<file path="src/rtl/ex_operand_stage.sv">
// ID/EX pipeline register with operand resolution feeding the ALU.
// Build option EX_FORWARD_EN: forward from EX/MEM and MEM/WB (stall only on load-use); otherwise stall until writeback.
module ex_operand_stage #(
  parameter int DATA_W  = 8,
  parameter int RADDR_W = 3
) (
  input  logic               clk,
  input  logic               rst_n,
  input  logic               IdValid,
  input  logic [RADDR_W-1:0] IdRsA,
  input  logic [RADDR_W-1:0] IdRsB,
  input  logic               IdUseA,
  input  logic               IdUseB,
  input  logic [DATA_W-1:0]  IdDataA,
  input  logic [DATA_W-1:0]  IdDataB,
  input  logic [DATA_W-1:0]  IdImm,
  input  logic               IdALUSrc,
  input  logic [3:0]         IdALUControl,
  input  logic [RADDR_W-1:0] IdRd,
  input  logic               IdRegWrite,
  input  logic               IdMemRead,
  input  logic               IdMemWrite,
  input  logic               Flush,
  input  logic [RADDR_W-1:0] MemRd,
  input  logic               MemRegWrite,
  input  logic [DATA_W-1:0]  MemResult,
  input  logic [RADDR_W-1:0] WbRd,
  input  logic               WbRegWrite,
  input  logic [DATA_W-1:0]  WbData,
  output logic [DATA_W-1:0]  SrcA,
  output logic [DATA_W-1:0]  SrcB,
  output logic [3:0]         ALUControl,
  output logic [DATA_W-1:0]  ExStoreData,
  output logic [RADDR_W-1:0] ExRd,
  output logic               ExValid,
  output logic               ExRegWrite,
  output logic               ExMemRead,
  output logic               ExMemWrite,
  output logic               Stall
);
  localparam int NUM_OPS = 2;

  typedef struct packed {
    logic       vld;
    logic       rw;
    logic       mr;
    logic       mw;
    logic [3:0] alu;
  } ctl_t;

  ctl_t                             r_ctl;
  logic [RADDR_W-1:0]               r_rd;
  logic [NUM_OPS-1:0][RADDR_W-1:0]  r_rs;
  logic [NUM_OPS-1:0][DATA_W-1:0]   r_data;
  logic [DATA_W-1:0]                r_imm;
  logic                             r_alusrc;

  logic [NUM_OPS-1:0][RADDR_W-1:0]  w_id_rs;
  logic [NUM_OPS-1:0]               w_id_use;
  logic [NUM_OPS-1:0][DATA_W-1:0]   w_fwd;
  logic [NUM_OPS-1:0]               w_hit;
  logic                             w_stall;
  logic                             w_bubble;

  assign w_id_rs  = {IdRsB, IdRsA};
  assign w_id_use = {IdUseB, IdUseA};

  // Gated by reset so a held-low reset never requests a stall from live upstream inputs.
  assign w_stall  = rst_n & IdValid & (|w_hit);
  assign w_bubble = Flush | w_stall | ~IdValid;

  // Bubbles clear only control; operand fields keep their last loaded values.
  always_ff @(posedge clk or negedge rst_n) begin
    if (!rst_n) begin
      r_ctl    <= '0;
      r_rd     <= '0;
      r_rs     <= '0;
      r_data   <= '0;
      r_imm    <= '0;
      r_alusrc <= 1'b0;
    end else if (w_bubble) begin
      r_ctl    <= '0;
    end else begin
      r_ctl    <= {1'b1, IdRegWrite, IdMemRead, IdMemWrite, IdALUControl};
      r_rd     <= IdRd;
      r_rs     <= w_id_rs;
      r_data   <= {IdDataB, IdDataA};
      r_imm    <= IdImm;
      r_alusrc <= IdALUSrc;
    end
  end

`ifdef EX_FORWARD_EN
  logic w_ex_load;
  assign w_ex_load = r_ctl.vld & r_ctl.mr & (r_rd != '0);
`else
  logic w_ex_wr;
  logic w_unused_fwd;
  assign w_ex_wr      = r_ctl.vld & r_ctl.rw;
  assign w_unused_fwd = ^{MemResult, WbRd, WbRegWrite, WbData};
`endif

  // One lane per operand: A = index 0, B = index 1.
  for (genvar g = 0; g < NUM_OPS; g++) begin : g_op
    logic [DATA_W-1:0] w_val;
`ifdef EX_FORWARD_EN
    assign w_val = (r_rs[g] == '0)                     ? '0        :
                   (MemRegWrite && (MemRd == r_rs[g])) ? MemResult :
                   (WbRegWrite  && (WbRd  == r_rs[g])) ? WbData    :
                                                         r_data[g];
    assign w_hit[g] = w_id_use[g] & w_ex_load & (w_id_rs[g] == r_rd);
`else
    assign w_val = (r_rs[g] == '0) ? '0 : r_data[g];
    // Register file is write-before-read, so only EX and MEM producers block.
    assign w_hit[g] = w_id_use[g] & (w_id_rs[g] != '0) &
                      ((w_ex_wr & (w_id_rs[g] == r_rd)) |
                       (MemRegWrite & (w_id_rs[g] == MemRd)));
`endif
    assign w_fwd[g] = w_val;
  end

  assign SrcA        = w_fwd[0];
  assign SrcB        = r_alusrc ? r_imm : w_fwd[1];
  assign ExStoreData = w_fwd[1];
  assign ALUControl  = r_ctl.alu;
  assign ExRd        = r_rd;
  assign ExValid     = r_ctl.vld;
  assign ExRegWrite  = r_ctl.rw;
  assign ExMemRead   = r_ctl.mr;
  assign ExMemWrite  = r_ctl.mw;
  assign Stall       = w_stall;

endmodule

</file>
<file path="config.mk">
export PLATFORM = sky130hd
export DESIGN_NAME = ex_operand_stage
export DESIGN_NICKNAME = d
export VERILOG_FILES = /design/src/rtl/ex_operand_stage.sv
export SDC_FILE = /design/constraint.sdc
export NUM_CORES = 1
export LEC_CHECK = 0
export ABC_AREA = 0
export BUFFER_PORTS_ARGS = -buffer_cell sky130_fd_sc_hd__clkbuf_2
export CORE_ASPECT_RATIO = 0.9
export CORE_MARGIN = 2
export CORE_UTILIZATION = 49
export CTS_CLUSTER_DIAMETER = 50
export DETAILED_ROUTE_END_ITERATION = 8
export PLACE_DENSITY = 0.88
export SYNTH_ARGS = -nofsm -noshare
export SYNTH_HDL_FRONTEND = slang
export SYNTH_SLANG_ARGS = --single-unit
export TNS_END_PERCENT = 50
</file>
<file path="constraint.sdc">
create_clock -name clk -period 5.14 [get_ports clk]
set_clock_uncertainty 0.05 [all_clocks]
set_input_delay 0.514 -clock clk [delete_from_list [all_inputs] [get_ports clk]]
set_output_delay 0.514 -clock clk [all_outputs]
set_load 0.01 [all_outputs]
</file>
==> summary.log <==
[cts] root buffer cell clkbuf_8
[timing] upper clock frequency limit 365 MHz
[drt] Vias 1429
[critical_path] Buffers & Inverters on Critical Path 1
[drt] Detailed Route WL 4070 um
[global_route] grt ovf 0
[timing] RSZ-0062 raised after global routing no
[synth] post-synthesis cell area 2090 um2
[layout] fraction of final layout cells with drive strength greater than 1 57.6%
[job] max-cap violations 0
[timing] min cycle time layout 2.74 ns
[critical_path] worst path required time 5.26 ns
[placement] detailed-placement wirelength estimate 3090 um
[drt] routed wirelength normalized by instance count 14.2 um
[cts] setup fix buffers added after clock tree synthesis 0
[die] number of I/O pins 107
[timing] setup TNS 0 ns
[placement] Final Wtd Congestion 0.729
[power_and_ir_drop] Max IR drop VDD 0.000244 V
[power_and_ir_drop] Final Power 0.886 mW
[power_and_ir_drop] switch share 26.4%
[die] Die X 72.8 um
[layout] ant diodes 0
[die] DIE AREA 4800 um2
[power_and_ir_drop] part of the total power dissipated in combinational logic 26.4%
[die] die height 65.9 um
[global_route] overall fraction of global-route tracks in use 18.4%
[critical_path] sort of element at the end of the critical path flip-flop
[power_and_ir_drop] power share of the sequential group 45.6%
[cts] post_cts resized 0
[power_and_ir_drop] cell-internal power 0.652 mW
[critical_path] critical setup path kind flip-flop to flip-flop
[critical_path] top fanout value on the critical path 42
[power_and_ir_drop] Power per Cell Area 338 nW/um2
[global_route] number of global-route vias before repair 1435
[critical_path] Largest delay share family, worst path buffers and inverters
[timing] count of final max-slew check failures 0
[min_path] type of the worst min-delay path input port to async pin
[placement] dpl cell area 2510 um2
[die] Std-Cell Core Area 4070 um2
[cts] worst skew pair latency 0.29 ns
[die] Rows 22
[synth] Warnings, synthesis 0
[power_and_ir_drop] Clk pwr share 28.0%
[layout] fin area 2620 um2
[layout] area added between synthesis and finish 25.7%
[cts] TritonCTS clock tree done
[cts] clock buffer count from CTS 5
[timing] Final Hold Vio Count 0
[timing] total setup violations reported at the end of the flow 0
[cts] clock transition at the register clock pins on the worst setup and hold paths after CTS 0.08 ns
[global_route] wire length of the first global-routing pass 6630 um
[timing] portion of the clock cycle consumed by the worst path in the final layout 53.3%
[layout] net count of the finished layout 308
[critical_path] slowest cell delay on critical path 0.59 ns
[cts] number of clock sinks 42
[synth] number of distinct library cells after synthesis 24
[layout] fill cell total of the finished layout 343
[drt] Antenna Nets Post-Route 0
[synth] Syn Inst Count 147
[drt] mean number of vias per cell 5.00
[die] Initial Util 51.2%
[timing] Slew Limit Headroom 48.2%
[timing] final worst hold slack 0.238 ns
[drt] drt first-iter violations 31
[critical_path] Cell Chain, Critical Path xor2_1, or4_1, a211o_1, o2111ai_4, buf_4, mux2_2
[layout] most frequent cells in the layout clkbuf_2 (86), dfrtp_1 (42), mux2_4 (30), mux2_2 (10), inv_1 (9)
[critical_path] CP arrival 2.87 ns
[drt] iteration count of the initial detailed-routing pass 4
[critical_path] type of element launching the critical path flip-flop
[run_status] run status finished, final reports clean
[global_route] number of antenna violations at the first check in global routing 0
[drt] remaining routing DRC violations 0
[layout] most common cell after layout, fill and taps aside clkbuf_2
[synth] part of the Yosys area used for sequential elements 50.4%
[cts] CTS Buffer Depth 2
[placement] total of buffers placed on input and output ports 86
[timing] Worst-Margin Slew 0.770 ns
[synth] syn_nets 218
[cts] Max H-tree Level 2
[cts] number of hold buffers added after CTS 0
[synth] number of synthesized register bits 42
[power_and_ir_drop] reported leakage power 1.41 nW
[synth] average instance area after synthesis 14.2 um2
[critical_path] cell with the largest stage delay on the worst path buf_4
[critical_path] worst setup slack for register-to-register paths 2.40 ns
[power_and_ir_drop] switching power 0.234 mW
[global_route] pin count of the biggest net entering global routing 45
==> synthesized netlist by cell type <==
| cell | number | area, um2 |
|---|---|---|
| a211o_1 | 1 | 8.76 |
| a41oi_1 | 1 | 8.76 |
| and2_1 | 8 | 50.1 |
| buf_12 | 3 | 60.1 |
| buf_8 | 1 | 15.0 |
| clkbuf_1 | 1 | 3.75 |
| dfrtp_1 | 42 | 1050 |
| inv_1 | 9 | 33.8 |
| mux2_1 | 2 | 22.5 |
| mux2_2 | 10 | 113 |
| mux2_4 | 30 | 450 |
| nand2_1 | 1 | 3.75 |
| nand3_1 | 1 | 5.00 |
| nand4_1 | 2 | 12.5 |
| nor2_1 | 7 | 26.3 |
| nor2b_1 | 8 | 50.1 |
| nor3_1 | 2 | 10.0 |
| nor4_1 | 1 | 6.26 |
| o2111ai_4 | 1 | 26.3 |
| o21ai_0 | 1 | 5.00 |
| or3_1 | 2 | 12.5 |
| or4_1 | 1 | 7.51 |
| xnor2_1 | 6 | 52.6 |
| xor2_1 | 6 | 52.6 |
==> through the flow <==
step | utilization (%) | std cells | setup slack [ns]
finish | 64.4 | 286 | 2.40
global route | 64.4 | 286 | 2.29
detailed placement | 61.7 | 278 | 2.23
floorplan | - | 147 | 2.85
CTS | 64.4 | 286 | 2.40
global placement | 61.7 | 278 | 2.25
==> sequential cells by signal (all words and copies together) (netlist names) <==
name,flops
r_data,16
r_imm,8
r_rs,6
ALUControl,4
ExRd,3
ExMemRead,1
ExMemWrite,1
ExRegWrite,1
ExValid,1
r_alusrc,1
==> final timing paths <==
path                                       from            end  cells past startpoint
worst max-delay path                    ExRd[2]       r_imm[1]                      6
worst min-delay path                      rst_n  ALUControl[3]                      2
worst max register to register          ExRd[2]       r_imm[1]                      6
worst min register to register         r_imm[0]       r_imm[0]                      1
max in group asynchronous                 rst_n       r_imm[7]                      2
min in group clk                IdALUControl[1]  ALUControl[1]                      3
==> power by group through the flow <==
stage / Clock (mW) / Combinational [mW] / Sequential, mW
floorplan: 0 / 0.156 / 0.401
global placement: 0 / 0.232 / 0.408
detailed placement: 0 / 0.237 / 0.410
CTS: 0.258 / 0.238 / 0.404
global route: 0.274 / 0.255 / 0.410
finish: 0.248 / 0.234 / 0.404
==> routing by layer <==
layer | track usage, % | share of wire, %
met2 | 29.2 | 46
met3 | 6.10 | 8.0
met1 | 22.1 | 43
met4 | 9.72 | 2.9
met5 | 0 | 0
==> cells by family (layout without fill, tap and decap cells) <==
kind of cell,count (synthesis),count (layout),synth area share (%)
muxes,42,42,28.1
DFF,42,42,50.4
and+or+nand+nor,33,33,8.81
buffers and inverters,14,105,5.40
xor gates and xnor gates,12,12,5.04
AOI/OAI and AO/OA,4,4,2.34
==> layout make-up <==
class                      instances  area (um2)  share of cell area (%)
multi-input combinational         91         923                    35.2
clock buffer                       5        68.8                    2.62
sequential                        42        1050                    40.1
inverter                           9        33.8                    1.29
tap                               48        60.1                    2.29
timing repair buffer              88         445                    17.0
clock inverter                     3        40.0                    1.53
Power figures use the tool's default switching activity.
